--- config.mk ---
export PLATFORM = sky130hd
export DESIGN_NAME = multi_cycle_ctrl
export DESIGN_NICKNAME = d
export VERILOG_FILES = /design/src/rtl/multi_cycle_ctrl_pkg.sv /design/src/rtl/mc_ctrl_decode.sv /design/src/rtl/multi_cycle_ctrl.sv
export SDC_FILE = /design/constraint.sdc
export NUM_CORES = 1
export LEC_CHECK = 0
export ABC_AREA = 1
export CORE_MARGIN = 10
export CORE_UTILIZATION = 37
export DETAILED_ROUTE_END_ITERATION = 10
export PLACE_DENSITY_LB_ADDON = 0.12
export SLEW_MARGIN = 20
export SYNTH_ARGS = -nofsm -noshare
export SYNTH_HDL_FRONTEND = slang
export SYNTH_SLANG_ARGS = --single-unit
--- constraint.sdc ---
create_clock -name clk -period 1.64 [get_ports clk]
set_input_delay 0.41 -clock clk [delete_from_list [all_inputs] [get_ports clk]]
set_output_delay 0.41 -clock clk [all_outputs]
set_load 0.01 [all_outputs]
--- src/rtl/multi_cycle_ctrl_pkg.sv ---
// Shared constants for the multi-cycle CPU control unit: state codes,
// opcodes/functs, mux select codes and the control word layout.
package multi_cycle_ctrl_pkg;

  typedef enum logic [3:0] {
    S_IF    = 4'd0,
    S_ID    = 4'd1,
    S_MADDR = 4'd2,
    S_MRD   = 4'd3,
    S_MWB   = 4'd4,
    S_MWR   = 4'd5,
    S_REX   = 4'd6,
    S_RWB   = 4'd7,
    S_BR    = 4'd8,
    S_J     = 4'd9,
    S_JAL   = 4'd10,
    S_JR    = 4'd11,
    S_IEX   = 4'd12,
    S_IWB   = 4'd13
  } state_t;

  localparam logic [5:0] OP_RTYPE = 6'h00;
  localparam logic [5:0] OP_J     = 6'h02;
  localparam logic [5:0] OP_JAL   = 6'h03;
  localparam logic [5:0] OP_BEQ   = 6'h04;
  localparam logic [5:0] OP_BNE   = 6'h05;
  localparam logic [5:0] OP_ADDI  = 6'h08;
  localparam logic [5:0] OP_ORI   = 6'h0D;
  localparam logic [5:0] OP_LW    = 6'h23;
  localparam logic [5:0] OP_SW    = 6'h2B;

  localparam logic [5:0] FN_SLL  = 6'h00;
  localparam logic [5:0] FN_SRL  = 6'h02;
  localparam logic [5:0] FN_SRA  = 6'h03;
  localparam logic [5:0] FN_JR   = 6'h08;
  localparam logic [5:0] FN_ADD  = 6'h20;
  localparam logic [5:0] FN_ADDU = 6'h21;
  localparam logic [5:0] FN_SUB  = 6'h22;
  localparam logic [5:0] FN_SUBU = 6'h23;
  localparam logic [5:0] FN_AND  = 6'h24;
  localparam logic [5:0] FN_OR   = 6'h25;
  localparam logic [5:0] FN_XOR  = 6'h26;
  localparam logic [5:0] FN_NOR  = 6'h27;
  localparam logic [5:0] FN_SLT  = 6'h2A;
  localparam logic [5:0] FN_SLTU = 6'h2B;

  localparam logic [1:0] REGDST_RT = 2'b00;
  localparam logic [1:0] REGDST_RD = 2'b01;
  localparam logic [1:0] REGDST_RA = 2'b10;

  localparam logic [1:0] MTR_ALUOUT = 2'b00;
  localparam logic [1:0] MTR_MDR    = 2'b01;
  localparam logic [1:0] MTR_PC     = 2'b10;

  localparam logic [1:0] SRCB_B     = 2'b00;
  localparam logic [1:0] SRCB_FOUR  = 2'b01;
  localparam logic [1:0] SRCB_IMM   = 2'b10;
  localparam logic [1:0] SRCB_BROFF = 2'b11;

  localparam logic [1:0] ALUOP_ADD   = 2'b00;
  localparam logic [1:0] ALUOP_SUB   = 2'b01;
  localparam logic [1:0] ALUOP_FUNCT = 2'b10;
  localparam logic [1:0] ALUOP_OR    = 2'b11;

  localparam logic [1:0] PCSRC_ALU    = 2'b00;
  localparam logic [1:0] PCSRC_ALUOUT = 2'b01;
  localparam logic [1:0] PCSRC_JUMP   = 2'b10;
  localparam logic [1:0] PCSRC_REG    = 2'b11;

  typedef struct packed {
    logic       pc_en;
    logic       iord;
    logic       mem_read;
    logic       mem_write;
    logic       ir_write;
    logic       reg_write;
    logic [1:0] reg_dst;
    logic [1:0] mem_to_reg;
    logic       alu_src_a;
    logic [1:0] alu_src_b;
    logic       ext_zero;
    logic [1:0] alu_op;
    logic [1:0] pc_source;
  } ctrl_t;

  // Opcode/funct combinations the datapath knows how to execute.
  function automatic logic is_legal(input logic [5:0] opcode, input logic [5:0] funct);
    logic ok;
    ok = 1'b0;
    case (opcode)
      OP_RTYPE: ok = funct inside {FN_SLL, FN_SRL, FN_SRA, FN_JR, FN_ADD, FN_ADDU,
                                   FN_SUB, FN_SUBU, FN_AND, FN_OR, FN_XOR, FN_NOR,
                                   FN_SLT, FN_SLTU};
      OP_J, OP_JAL, OP_BEQ, OP_BNE, OP_ADDI, OP_ORI, OP_LW, OP_SW: ok = 1'b1;
      default: ok = 1'b0;
    endcase
    return ok;
  endfunction

endpackage

--- src/rtl/mc_ctrl_decode.sv ---
// Moore output decode: current state (plus the held opcode) to control word.
// Only pc_en in the branch state looks at a live input (zero).
module mc_ctrl_decode
  import multi_cycle_ctrl_pkg::*;
(
  input  state_t      state,
  input  logic [5:0]  opcode,
  input  logic        zero,
  output ctrl_t       ctrl
);

  // Per-state datapath enables and mux selects; anything unlisted stays 0.
  always_comb begin
    ctrl = '0;
    case (state)
      S_IF: begin
        ctrl.mem_read  = 1'b1;
        ctrl.ir_write  = 1'b1;
        ctrl.alu_src_b = SRCB_FOUR;
        ctrl.pc_en     = 1'b1;
      end
      S_ID: ctrl.alu_src_b = SRCB_BROFF;
      S_MADDR: begin
        ctrl.alu_src_a = 1'b1;
        ctrl.alu_src_b = SRCB_IMM;
      end
      S_MRD: begin
        ctrl.mem_read = 1'b1;
        ctrl.iord     = 1'b1;
      end
      S_MWR: begin
        ctrl.mem_write = 1'b1;
        ctrl.iord      = 1'b1;
      end
      S_MWB: begin
        ctrl.reg_write  = 1'b1;
        ctrl.mem_to_reg = MTR_MDR;
        ctrl.reg_dst    = REGDST_RT;
      end
      S_REX: begin
        ctrl.alu_src_a = 1'b1;
        ctrl.alu_op    = ALUOP_FUNCT;
      end
      S_RWB: begin
        ctrl.reg_write = 1'b1;
        ctrl.reg_dst   = REGDST_RD;
      end
      S_IEX: begin
        ctrl.alu_src_a = 1'b1;
        ctrl.alu_src_b = SRCB_IMM;
        ctrl.alu_op    = (opcode == OP_ORI) ? ALUOP_OR : ALUOP_ADD;
        ctrl.ext_zero  = (opcode == OP_ORI);
      end
      S_IWB: begin
        ctrl.reg_write = 1'b1;
        ctrl.reg_dst   = REGDST_RT;
      end
      S_BR: begin
        ctrl.alu_src_a = 1'b1;
        ctrl.alu_op    = ALUOP_SUB;
        ctrl.pc_source = PCSRC_ALUOUT;
        ctrl.pc_en     = (opcode == OP_BNE) ? ~zero : zero;
      end
      S_J: begin
        ctrl.pc_source = PCSRC_JUMP;
        ctrl.pc_en     = 1'b1;
      end
      S_JAL: begin
        // Register file captures PC (return address) on the same edge PC loads.
        ctrl.pc_source  = PCSRC_JUMP;
        ctrl.pc_en      = 1'b1;
        ctrl.reg_write  = 1'b1;
        ctrl.reg_dst    = REGDST_RA;
        ctrl.mem_to_reg = MTR_PC;
      end
      S_JR: begin
        ctrl.pc_source = PCSRC_REG;
        ctrl.pc_en     = 1'b1;
      end
      default: ctrl = '0;
    endcase
  end

endmodule

--- src/rtl/multi_cycle_ctrl.sv ---
// Multi-cycle CPU main control: state register, next-state logic and the
// sticky illegal-instruction flag. Outputs are decoded from state only.
//
//  state | meaning
//  IF    | fetch, PC <- PC+4
//  ID    | decode, ALUOut <- branch target
//  MADDR | lw/sw address compute
//  MRD   | lw memory read
//  MWB   | lw write-back from MDR
//  MWR   | sw memory write
//  REX   | R-type execute
//  RWB   | R-type write-back to rd
//  BR    | beq/bne compare and conditional PC load
//  J     | jump
//  JAL   | jump and link to r31
//  JR    | jump register
//  IEX   | addi/ori execute
//  IWB   | addi/ori write-back to rt
module multi_cycle_ctrl
  import multi_cycle_ctrl_pkg::*;
(
  input  logic       clk,
  input  logic       rst_n,
  input  logic [5:0] opcode,
  input  logic [5:0] funct,
  input  logic       zero,
  output logic       pc_en,
  output logic       iord,
  output logic       mem_read,
  output logic       mem_write,
  output logic       ir_write,
  output logic       reg_write,
  output logic [1:0] reg_dst,
  output logic [1:0] mem_to_reg,
  output logic       alu_src_a,
  output logic [1:0] alu_src_b,
  output logic       ext_zero,
  output logic [1:0] alu_op,
  output logic [1:0] pc_source,
  output logic       illegal,
  output logic [3:0] state
);

  state_t state_q;
  state_t state_d;
  logic   illegal_q;
  logic   insn_ok;
  ctrl_t  ctrl;

  assign insn_ok = is_legal(opcode, funct);

  // Next-state selection; decode dispatches on the IR held since fetch.
  always_comb begin
    state_d = S_IF;
    case (state_q)
      S_IF:    state_d = S_ID;
      S_ID: begin
        if (!insn_ok) begin
          state_d = S_IF;
        end else begin
          case (opcode)
            OP_LW, OP_SW:    state_d = S_MADDR;
            OP_RTYPE:        state_d = (funct == FN_JR) ? S_JR : S_REX;
            OP_BEQ, OP_BNE:  state_d = S_BR;
            OP_J:            state_d = S_J;
            OP_JAL:          state_d = S_JAL;
            OP_ADDI, OP_ORI: state_d = S_IEX;
            default:         state_d = S_IF;
          endcase
        end
      end
      S_MADDR: state_d = (opcode == OP_LW) ? S_MRD : S_MWR;
      S_MRD:   state_d = S_MWB;
      S_REX:   state_d = S_RWB;
      S_IEX:   state_d = S_IWB;
      default: state_d = S_IF;
    endcase
  end

  // State register; reset abandons any instruction in flight.
  always_ff @(posedge clk or negedge rst_n) begin
    if (!rst_n) state_q <= S_IF;
    else        state_q <= state_d;
  end

  // Sticky illegal flag, raised when decode rejects the instruction.
  always_ff @(posedge clk or negedge rst_n) begin
    if (!rst_n)                        illegal_q <= 1'b0;
    else if (state_q == S_ID && !insn_ok) illegal_q <= 1'b1;
  end

  mc_ctrl_decode u_decode (
    .state  (state_q),
    .opcode (opcode),
    .zero   (zero),
    .ctrl   (ctrl)
  );

  assign pc_en      = ctrl.pc_en;
  assign iord       = ctrl.iord;
  assign mem_read   = ctrl.mem_read;
  assign mem_write  = ctrl.mem_write;
  assign ir_write   = ctrl.ir_write;
  assign reg_write  = ctrl.reg_write;
  assign reg_dst    = ctrl.reg_dst;
  assign mem_to_reg = ctrl.mem_to_reg;
  assign alu_src_a  = ctrl.alu_src_a;
  assign alu_src_b  = ctrl.alu_src_b;
  assign ext_zero   = ctrl.ext_zero;
  assign alu_op     = ctrl.alu_op;
  assign pc_source  = ctrl.pc_source;
  assign illegal    = illegal_q;
  assign state      = state_q;

endmodule

==> results of run 1 <==
## logic make-up after synthesis
| family | count (synthesis) |
|---|---|
| AND/OR/NAND/NOR | 72 |
| buffers and inverters | 21 |
| AO/OA/AOI/OAI | 14 |
| flip-flops | 5 |
| XOR/XNOR | 1 |
## worst register-to-register path, delay by kind of cell, from the launching register on
kind                   cells  cell delay [ns]
AO/OA/AOI/OAI              1             0.09
AND/OR/NAND/NOR            3             0.20
flip-flops                 1             0.39
buffers and inverters      5             0.58
## power by group
part | switching (uW) | total, uW | internal (uW)
clock network | 65.4 | 158 | 92.9
logic | 413 | 827 | 414
registers | 15.1 | 154 | 139
total | 494 | 1140 | 646
## flip-flops by register name, summed over array words and instances (netlist names)
signal,flops
state,4
illegal,1
## metrics by stage
stage	hold WS [ns]	worst slack [ns]	instances	total power [uW]	area [um^2]
2_1_floorplan	0.114	0.0981	113	392	637
3_3_place_gp	0.448	-0.807	194	768	1240
3_5_place_dp	0.449	-0.836	194	782	1240
4_1_cts	0.398	-0.129	200	946	1270
5_1_grt	0.412	-0.250	204	1210	1390
6_report	0.402	-0.169	204	1140	1390
## area by class of cell
class	count	area (um^2)	area share (%)
repair buffers	72	591	42.4
multi-input cells	87	549	39.4
flip-flops and latches	5	128	9.16
inverters	20	80.1	5.75
clock buffers	4	26.3	1.89
well taps	16	20.0	1.44
## path summary, 6_finish.rpt
check | cells past startpoint | slack [ns] | endpoint | startpoint
hold reg to reg | 2 | 0.46 | illegal | illegal
hold / removal | 1 | 0.40 | state[3] | rst_n
setup reg to reg | 9 | 0.24 | state[0] | state[0]
min in group clk | 2 | 0.46 | illegal | illegal
setup / recovery | 7 | -0.17 | pc_en | state[0]
max in group asynchronous | 1 | 1.00 | state[2] | rst_n
## routing by layer
| layer | global-route usage (%) | vias up | part of all wire (%) |
|---|---|---|---|
| li1 | - | 505 | - |
| met1 | 13.2 | 503 | 34 |
| met2 | 31.8 | 63 | 54 |
| met3 | 3.50 | 16 | 7.3 |
| met4 | 6.05 | 0 | 4.5 |
| met5 | 0 | - | 0 |
## what timing repair did
action,CTS,global route
endpoints found under the setup margin,22,19
hold buffers,0,0
pin swaps,12,7
resized for setup,116,29
buffers inserted,2,4
## cell usage after synthesis, drive strengths merged
cell,instances
o31ai,1
o21ai,5
nand4,2
nor2,32
buf,1
o21a,1
nand3b,2
xor2,1
nand2,24
inv,20
dfrtp,5
o22ai,1
a21oi,6
nor3,4
nand3,8
==> metrics, run 1 <==
Max Clk Rate=553 MHz; syn_area_per_cell=5.64 um^2; drt first pass iters=4; synth top area cells=dfrtp_1 20%, nor2_1 15%, nand2_1 13%; layout cell share with drive strength beyond 1=58.0%; CTS Buf Count=3; Core Box Area=1560 um^2; status=finished with violations; # DRC=0; detailed router's first-iteration violation count=80; Hold Fails Final Rpt=0; die area=3780 um^2; Final setup viols=16; syn_nets=128; vias=1087; Die X-Extent=61.5 um; drt via density=5.33; clock sink count=5; row count=14; n_diodes=0; CP arrival=1.40 ns; Final HPWL DP=2.24 mm; Max-Cap Viols=0; commonest non-fill, non-tap cell in the layout=buf_4; Synth top area share=19.6%; Synth Area in Adders=0%; Final Core Density=89.4%; Critical Path RT=1.23 ns; relative slew slack=80.4%; RSZ-0062 raised after global routing=yes; VDD IR max=0.693 mV; flops & latches, synth=5; violated checks=setup timing; Post-Synth XOR/XNOR Area=1.38%; final max-slew violation count=0; gr ovfl total=0; distinct cell type count after synthesis=23; Tmin final=1.81 ns; worst path cell trace=nor2_2 > buf_6 > buf_6 > nor2_2 > nor2_1 > o21ai_2 > buf_2; final worst slack=-0.169 ns; antenna-violating nets left=0; Die H=61.5 um; largest net degree at the start of global routing=6; htree depth=1; synthesis warning total=0; Sum Neg Setup Slack=-1.92 ns; sequential-to-total area share from yosys stat=19.6%; Crit-path slowest cell=dfrtp_1; largest family of logic cells by synthesized area=simple AND/OR/NAND/NOR gates; Mapped Area=637 um^2; Port-buffer cells=37; PwrDens=818 nW/um^2; worst clock skew=0.00510 ns; CTS tree=built; # fillers=81; post-synthesis simple-gate area fraction=53.4%; Worst setup SP type=flip-flop; mux cell area share after synthesis=0%; synth-to-layout area growth=119%; CP max FO=2; Worst Setup End Kind=output port; commonest non-fill, non-tap cells in the layout=28 x buf_4, 17 x nand2_1, 13 x buf_6; total global-route track usage=15.2%; IO Count=38; post-synthesis compound-gate area fraction=12.6%; NumNets Final=204; first-pass GRT wire length=4.40 mm; Tcrit/Tclk final=110%; kind of critical path=reg2out; wirelength, routed=3.32 mm; DR WL/cell=16.3 um; initial antenna violation count=0; leakage power=0.000741 uW; Clk Latency, worst-skew pair=0.26 ns; Hold Crit Class=in2async; Cells after Synth=113; clock transition at the registers of the reported paths=0.05 ns; clock buffer depth=2; Worst Max-Slew Pin Slew=0.293 ns; CP bufs+invs=3; Top Family by Delay on Critical Path=flip-flops; RD Place Congestion=0.870; Yosys top cell by area=dfrtp_1; vias in the first global route=1015; slowest cell delay on critical path=0.39 ns; Initial Utilization=40.9%; Root Buffer=clkbuf_4
Note: power is estimated with default switching activity, not from simulation.
==> run 2, diff against run 1 <==
--- a/config.mk
+++ b/config.mk
@@ -6,6 +6,7 @@
 export NUM_CORES = 1
 export LEC_CHECK = 0
 export ABC_AREA = 1
+export CORE_ASPECT_RATIO = 0.9
 export CORE_MARGIN = 10
 export CORE_UTILIZATION = 37
 export DETAILED_ROUTE_END_ITERATION = 10
==> run 2 against run 1 <==
The flow still finishes with violations (setup timing); clock skew up 0.011 ns; total power increased by 2.1%; critical path depth fell by 2; hold slack got worse by 0.047 ns; fmax shrank 7.7%.
==> metrics, run 2 (synthesized netlist as in run 1, its figures left out) <==
status=finished with violations; violated checks=setup timing; IO Count=38 (unchanged); met1 usage=16.3% (+3.0 points); NumNets Final=211 (+3.4%); Hold Crit Class=in2async; first-pass GRT wire length=5.39 mm (+22%); Reg2Reg Setup Slack=0.05 ns (-0.19 ns); final worst slack=-0.321 ns (-0.152 ns); Sum Neg Setup Slack=-3.40 ns (-1.48 ns); initial antenna violation count=0 (unchanged); Worst Max-Slew Pin Slew=0.276 ns (-0.0173 ns); Hold Fails Final Rpt=0 (unchanged); Root Buffer=clkbuf_4; gr busiest metal=met2; Critical Path RT=1.23 ns (about the same); RR Startpoint=state[1]; n_diodes=0 (unchanged); R2R depth=9 (unchanged); Max-Cap Viols=0 (unchanged); Die H=59.4 um (-3.5%); CTS tree=built; Tmin final=1.96 ns (+0.152 ns); worst path cell trace=buf_6 > nor2_4 > inv_2 > o21ai_0 > buf_2; Final Non-Filler Cells=219 (+7.4%); Power, Total=1160 uW (+2.1%); # DRC=0 (unchanged); htree depth=1 (unchanged); Port-buffer cells=37 (unchanged); DR WL/cell=19.0 um (+17%); commonest non-fill, non-tap cell in the layout=buf_4; Final Core Density=91.6% (+2.2 points); Post-Place Cells=202 (+4.1%); synth-to-layout area growth=137%; vias=1202 (+11%); antenna-violating nets left=0 (unchanged); Worst Setup End Kind=output port; grt met3 use=5.29% (+1.8 points); Multi-input gate area=587 um^2 (+6.8%); Worst setup SP type=flip-flop; Initial Utilization=38.7% (-2.2 points); relative slew slack=81.4% (+1.0 points); wirelength, routed=4.16 mm (+25%); grt met2 use=36.0% (+4.2 points); vias in the first global route=1129 (+11%); gr ovfl total=0 (unchanged); clock transition at the registers of the reported paths=0.07 ns (+0.02 ns); R2R Path End=state[0]; Max Clk Rate=510 MHz (-7.7%); VDD IR max=0.626 mV (-9.7%); layout cell share with drive strength beyond 1=59.5% (+1.5 points); RD Place Congestion=0.830 (-4.6%); CP max FO=5 (+3); Clk Latency, worst-skew pair=0.29 ns (+0.03 ns); clock sink count=5 (unchanged); # fillers=75 (-7.4%); largest net degree at the start of global routing=7 (+1); Tcrit/Tclk final=120% (+9.3 points); worst clock skew=0.0166 ns (+0.0115 ns); final max-slew violation count=0 (unchanged); kind of critical path=reg2out; drt first pass iters=4 (unchanged); CTS Buf Count=3 (unchanged); Final setup viols=18 (+2); row count=14 (unchanged); drt via density=5.49 (+3.0%); die area=3780 um^2 (about the same); clock buffer depth=2 (unchanged); CP arrival=1.55 ns (+0.15 ns); total global-route track usage=17.8% (+2.6 points); Final HPWL DP=2.24 mm (+0.25%); Die X-Extent=63.7 um (+3.7%); Reg area=128 um^2 (unchanged); detailed router's first-iteration violation count=49 (-39%); Crit-path slowest cell=dfrtp_1; max reg flops=4 (unchanged); commonest non-fill, non-tap cells in the layout=35 x buf_4, 17 x nand2_1, 13 x buf_6; PwrDens=771 nW/um^2 (-5.7%); RSZ-0062 raised after global routing=yes; Core Box Area=1650 um^2 (+5.6%); slowest cell delay on critical path=0.45 ns (+0.06 ns); leakage power=0.000775 uW (+4.6%)
-- run 2: worst max path at each step --
| stage | end | slack (ns) | start |
|---|---|---|---|
| floorplan | alu_op[1] | 0.1 | state[0] |
| global placement | pc_en | -0.81 | opcode[1] |
| detailed placement | pc_en | -0.83 | opcode[1] |
| CTS | alu_src_b[1] | -0.16 | state[1] |
| global route | iord | -0.32 | state[1] |
| finish | iord | -0.32 | state[1] |
-- run 2: power by group --
group	total, uW	leakage, uW	switching, uW	internal, uW
Clock	180	0.0000150	85.9	94.1
Sequential	164	0.0000589	24.8	139
Combinational	820	0.000701	435	385
Total	1160	0.000775	546	618
-- run 2: metrics by stage --
step	hold WS, ns	setup WS [ns]	area (um^2)
2_1_floorplan	0.114	0.0981	637
3_3_place_gp	0.448	-0.809	1250
3_5_place_dp	0.457	-0.829	1250
4_1_cts	0.384	-0.156	1410
5_1_grt	0.373	-0.325	1510
6_report	0.355	-0.321	1510
-- run 2: worst max-delay path: cells and delay by family (launching register included) --
kind | cells | cell delay (ns)
flops | 1 | 0.45
buf+inv | 3 | 0.45
compound gates | 1 | 0.27
simple gates | 1 | 0.10
-- run 2: layer usage --
layer | up-vias | share of wire [%]
li1 | 523 | -
met5 | - | 0
met1 | 544 | 33
met4 | 0 | 8.0
met2 | 95 | 49
met3 | 40 | 9.8
-- run 2: area by class of cell --
class	instances	area share, %
timing repair buffer	79	43.4
multi-input combinational	87	38.9
sequential	5	8.46
inverter	20	5.47
tap	24	1.99
clock buffer	4	1.74
-- run 2: timing repair --
item / 4_1_cts / 5_1_grt
setup endpoints to repair: 22 / 18
hold buffers: 0 / 0
buffers inserted: 8 / 5
pin swaps: 13 / 3
gates resized for setup: 133 / 15
